### src/rtl/alu_operand_arbiter.sv
// rtl/alu_operand_arbiter.sv - two-requester packet arbiter for the shared ALU operand mux
// Define ALU_ARB_RR_EN for round-robin tie breaking; default build is fixed priority (req0 wins).
module alu_operand_arbiter #(
    parameter int WIDTH = 32
) (
    input  logic             clock,
    input  logic             resetn,
    input  logic             req0_valid,
    input  logic [WIDTH-1:0] req0_data,
    input  logic             req0_last,
    output logic             req0_ready,
    input  logic             req1_valid,
    input  logic [WIDTH-1:0] req1_data,
    input  logic             req1_last,
    output logic             req1_ready,
    output logic             mux_sel,
    output logic             out_valid,
    output logic [WIDTH-1:0] out_data,
    output logic             out_id,
    output logic             out_last,
    input  logic             out_ready
);

    typedef enum logic [1:0] {
        IDLE = 2'd0,
        OWN0 = 2'd1,
        OWN1 = 2'd2
    } state_e;

    state_e           state_q;
    logic             mux_sel_q;
    logic             out_valid_q;
    logic [WIDTH-1:0] out_data_q;
    logic             out_id_q;
    logic             out_last_q;
`ifdef ALU_ARB_RR_EN
    logic             rr_ptr_q;
`endif

    logic             space;
    logic             grant_vld;
    logic             grantee;
    logic             sel_valid;
    logic [WIDTH-1:0] sel_data;
    logic             sel_last;
    logic             accept;

    assign space = !out_valid_q || out_ready;

    // An owner keeps the grant even while its valid is low, so the other side never sneaks in mid-packet.
    always_comb begin
        grant_vld = 1'b0;
        grantee   = 1'b0;
        case (state_q)
            OWN0: begin
                grant_vld = 1'b1;
                grantee   = 1'b0;
            end
            OWN1: begin
                grant_vld = 1'b1;
                grantee   = 1'b1;
            end
            default: begin
                if (req0_valid && req1_valid) begin
                    grant_vld = 1'b1;
`ifdef ALU_ARB_RR_EN
                    grantee   = !rr_ptr_q;
`else
                    grantee   = 1'b0;
`endif
                end else if (req0_valid) begin
                    grant_vld = 1'b1;
                    grantee   = 1'b0;
                end else if (req1_valid) begin
                    grant_vld = 1'b1;
                    grantee   = 1'b1;
                end
            end
        endcase
    end

    assign sel_valid = grantee ? req1_valid : req0_valid;
    assign sel_data  = grantee ? req1_data  : req0_data;
    assign sel_last  = grantee ? req1_last  : req0_last;
    assign accept    = grant_vld && sel_valid && space;

    assign req0_ready = grant_vld && !grantee && space;
    assign req1_ready = grant_vld &&  grantee && space;
    assign mux_sel    = grant_vld ? grantee : mux_sel_q;

    assign out_valid = out_valid_q;
    assign out_data  = out_data_q;
    assign out_id    = out_id_q;
    assign out_last  = out_last_q;

    always_ff @(posedge clock or negedge resetn) begin
        if (!resetn) begin
            state_q     <= IDLE;
            mux_sel_q   <= 1'b0;
            out_valid_q <= 1'b0;
            out_data_q  <= '0;
            out_id_q    <= 1'b0;
            out_last_q  <= 1'b0;
`ifdef ALU_ARB_RR_EN
            rr_ptr_q    <= 1'b1;
`endif
        end else begin
            if (grant_vld) begin
                mux_sel_q <= grantee;
            end
            if (accept) begin
                out_valid_q <= 1'b1;
                out_data_q  <= sel_data;
                out_id_q    <= grantee;
                out_last_q  <= sel_last;
                if (sel_last) begin
                    state_q <= IDLE;
`ifdef ALU_ARB_RR_EN
                    rr_ptr_q <= grantee;
`endif
                end else begin
                    state_q <= grantee ? OWN1 : OWN0;
                end
            end else if (out_ready) begin
                out_valid_q <= 1'b0;
            end
        end
    end

endmodule

### config.mk
export PLATFORM = sky130hd
export DESIGN_NAME = alu_operand_arbiter
export DESIGN_NICKNAME = d
export VERILOG_FILES = /design/src/rtl/alu_operand_arbiter.sv
export SDC_FILE = /design/constraint.sdc
export NUM_CORES = 1
export LEC_CHECK = 0
export CAP_MARGIN = 10
export CELL_PAD_IN_SITES_DETAIL_PLACEMENT = 1
export CELL_PAD_IN_SITES_GLOBAL_PLACEMENT = 2
export CORE_ASPECT_RATIO = 1.25
export CORE_MARGIN = 2
export CORE_UTILIZATION = 19
export CTS_BUF_LIST = sky130_fd_sc_hd__clkbuf_4 sky130_fd_sc_hd__clkbuf_8
export DETAILED_ROUTE_END_ITERATION = 12
export GPL_TIMING_DRIVEN = 0
export PLACE_DENSITY = 0.86
export SYNTH_ARGS = -nofsm -noshare
export SYNTH_HDL_FRONTEND = slang
export SYNTH_SLANG_ARGS = --single-unit
### constraint.sdc
create_clock -name clock -period 1.8 [get_ports clock]
set_input_delay 0.54 -clock clock [delete_from_list [all_inputs] [get_ports clock]]
set_output_delay 0.54 -clock clock [all_outputs]
set_load 0.05 [all_outputs]
==> flow_metrics.py <==
metrics = {
    "die": {
        "rows": 39,
        "io_pins": 109,
        "fp.dieH_um": 113,
        "start_util": 0.197,
        "dieArea_mm2": 0.0104,
        "coreArea_mm2": 0.00922,
        "die_w_um": 91.6,
    },
    "setup_path": {
        "critPathMaxStageDelay_ns": 0.41,
        "critPathTopFamily": "flip-flops",
        "required_ns": 1.26,
        "startpoint_type": "flop",
        "worstSetupEndpointType": "primary output",
        "critPathMaxFanout": 4,
        "crit_chain": "ha_4 -> nor2b_4 -> a21oi_4 -> buf_12 -> nor2_4 -> buf_8",
        "cp_slowest_cell": "dfrtp_1",
        "worstSetupPathType": "flop to primary output",
        "arrival_ns": 1.68,
        "crit_buf_inv": 2,
    },
    "sta": {
        "fin_hold_ws_ns": 0.376,
        "period_share": 1.23,
        "rsz0062_at_grt": "true",
        "max_slew_margin": 0.395,
        "fmax_mhz": 451,
        "hold_viol": 0,
        "tightest_slew_ns": 0.908,
        "layout_setup_ws_ns": -0.419,
        "final_max_slew_viol_count": 0,
        "min_period_ns": 2.22,
        "setup_viol": 26,
        "skew_ns": 0.00778,
    },
    "placed_design": {
        "place.gp.congestion": 0.702,
        "placed_area_mm2": 0.00309,
        "placed_cells_incl_taps": 402,
        "hpwlAfterDp_um": 4450,
        "portBuffers": 108,
        "post-place-ws_ns": -1.26,
    },
    "synth": {
        "synthTopCellsByCount": "38 x dfrtp_1, 38 x nand2_1, 35 x o21ai_1, 33 x mux2i_1, 7 x buf_2",
        "yosysUniqueCellTypes": 20,
        "synth_top_area_share": 0.522,
        "synth_area_leaders": "dfrtp_1 52%, mux2i_1 18%, o21ai_1 9.6%",
        "ys.warnings.count": 0,
        "synth_seq_area_share": 0.522,
        "synthesis.nets": 243,
        "synth_top_flop_cell": "dfrtp_1",
        "avgSynthCellArea_um2": 10.6,
        "synthArstFlopShare": 1.00,
        "synth-seq-cells": 38,
        "synth_edf_count": 0,
        "syn_area_mm2": 0.00182,
        "syn_inst": 171,
        "synth_top_cell_by_area": "dfrtp_1",
    },
    "routing": {
        "ant_nets": 0,
        "avgViaCountPerCell": 4.11,
        "wl_per_cell_um": 14.3,
        "drc_errors": 0,
        "drt_iter0_markers": 48,
        "vias": 1729,
        "drt_pass1_iterations": 4,
        "routed_wl_um": 6010,
    },
    "clock_tree": {
        "htree_levels": 2,
        "cts_sinks": 38,
        "cts_made_buffers": 5,
        "root_buffer": "clkbuf_8",
        "clock_latency_ns": 0.29,
        "cts_hold_buf": 0,
        "cts.clk_slew.worst_paths_ns": 0.09,
        "ctsLongestPathBuffers": 2,
        "cts_tree": "done",
    },
    "final_layout": {
        "area_growth_pct": 84.1,
        "finalNetCount": 369,
        "diodes": 0,
        "final_util": 0.363,
        "fill_cells": 1033,
        "layout-drive-gt1-share": 0.171,
        "final_area_mm2": 0.00335,
        "fin_cells": 421,
    },
    "min_path": {
        "hp-class": "input pin to asynchronous set/reset pin",
    },
    "outcome": {
        "failed_checks": "negative setup slack",
        "status": "finished, violations left",
    },
    "global_route": {
        "grt_overflow_total": 0,
        "antenna_found_initial": 0,
        "first_global_vias": 1840,
        "grt_max_degree": 39,
        "grt_first_pass_wirelength_um": 9330,
        "grt.total_usage": 0.113,
    },
    "power_and_ir_drop": {
        "irDropWorstVdd_uv": 697,
        "power_density_mw_per_mm2": 1480,
        "p_leak_nw": 1.60,
    },
    "flow_run": {
        "drv_cap": 0,
    },
}
## layer usage
| metal | routed length [um] | global-route usage |
|---|---|---|
| met5 | 0 | 0 |
| met4 | 33 | 0.0273 |
| met3 | 446 | 0.0410 |
| met2 | 3190 | 0.208 |
| met1 | 2340 | 0.123 |
## worst paths after layout
kind	start	endpoint	slack, ns	cells past startpoint
worst max-delay path	state_q[1]$_DFFE_PN0P_	req1_ready	-0.42	6
worst min register to register	out_data[26]$_DFFE_PN0P_	out_data[26]$_DFFE_PN0P_	0.48	2
max in group asynchronous	resetn	out_data[0]$_DFFE_PN0P_	0.86	1
worst max register to register	state_q[0]$_DFFE_PN0P_	out_data[26]$_DFFE_PN0P_	-0.04	9
worst min-delay path	resetn	out_data[6]$_DFFE_PN0P_	0.38	1
min in group clock	out_data[26]$_DFFE_PN0P_	out_data[26]$_DFFE_PN0P_	0.48	2
## per-stage QoR
step	total power, mW	setup TNS [ns]
finish	4.97	-1.50
floorplan	3.29	-0.417
CTS	4.86	-5.67
global route	5.28	-4.27
detailed placement	4.39	-18.87
global placement	4.33	-46.53
## cell usage in the layout, fill, tap and decap left out, types with 2 or more instances in the layout
cell	count
dlygate4sd2_1	36
dfrtp_1	38
clkbuf_16	2
buf_8	2
clkbuf_4	2
mux2i_1	26
mux2i_2	6
nand2b_1	3
clkdlybuf4s50_1	67
nand2_1	37
buf_4	14
buf_12	4
o21ai_1	35
clkbuf_8	6
## timing repair
action	in CTS	in global routing
endpoints found under the hold margin	0	0
pin swaps	3	4
buffers inserted	4	6
gates cloned	0	2
resized for setup	57	31
setup endpoints to repair	74	39
## power by group
| group | leakage [nW] | switching (mW) | internal, mW |
|---|---|---|---|
| Clock | 0.0472 | 0.325 | 0.308 |
| Combinational | 1.09 | 1.94 | 1.06 |
| Sequential | 0.467 | 0.159 | 1.18 |
| Total | 1.60 | 2.42 | 2.55 |
## registers in the layout (all words and copies together) (netlist names)
signal and cells:
out_data 32, state_q 2, mux_sel_q 1, out_id 1, out_last 1, out_valid 1
## worst register-to-register path, delay by kind of cell, from the launching register on
| kind | cells | cell delay [ns] |
|---|---|---|
| DFF | 1 | 0.39 |
| adders and majority gates | 1 | 0.21 |
| buffers and inverters | 4 | 0.51 |
| AOI/OAI and AO/OA | 2 | 0.27 |
| muxes | 1 | 0.21 |
| and+or+nand+nor | 1 | 0.14 |
## cell type report
type | instances | area (um2) | area share
Timing Repair Buffer | 120 | 1180 | 0.353
Sequential cell | 38 | 951 | 0.284
Multi-Input combinational cell | 121 | 852 | 0.254
Tap cell | 123 | 154 | 0.0459
Buffer | 10 | 113 | 0.0336
Clock buffer | 6 | 82.6 | 0.0246
Clock inverter | 2 | 12.5 | 0.00373
Inverter | 1 | 3.75 | 0.00112
## cells by family (layout without fill, tap and decap cells)
logic type / Yosys count / after routing / synth area share
and+or+nand+nor: 46 / 46 / 0.105
AOI/OAI and AO/OA: 41 / 41 / 0.124
DFF: 38 / 38 / 0.522
muxes: 33 / 33 / 0.181
buffers and inverters: 12 / 139 / 0.0605
adders and majority gates: 1 / 1 / 0.00687
Power figures use the tool's default switching activity.
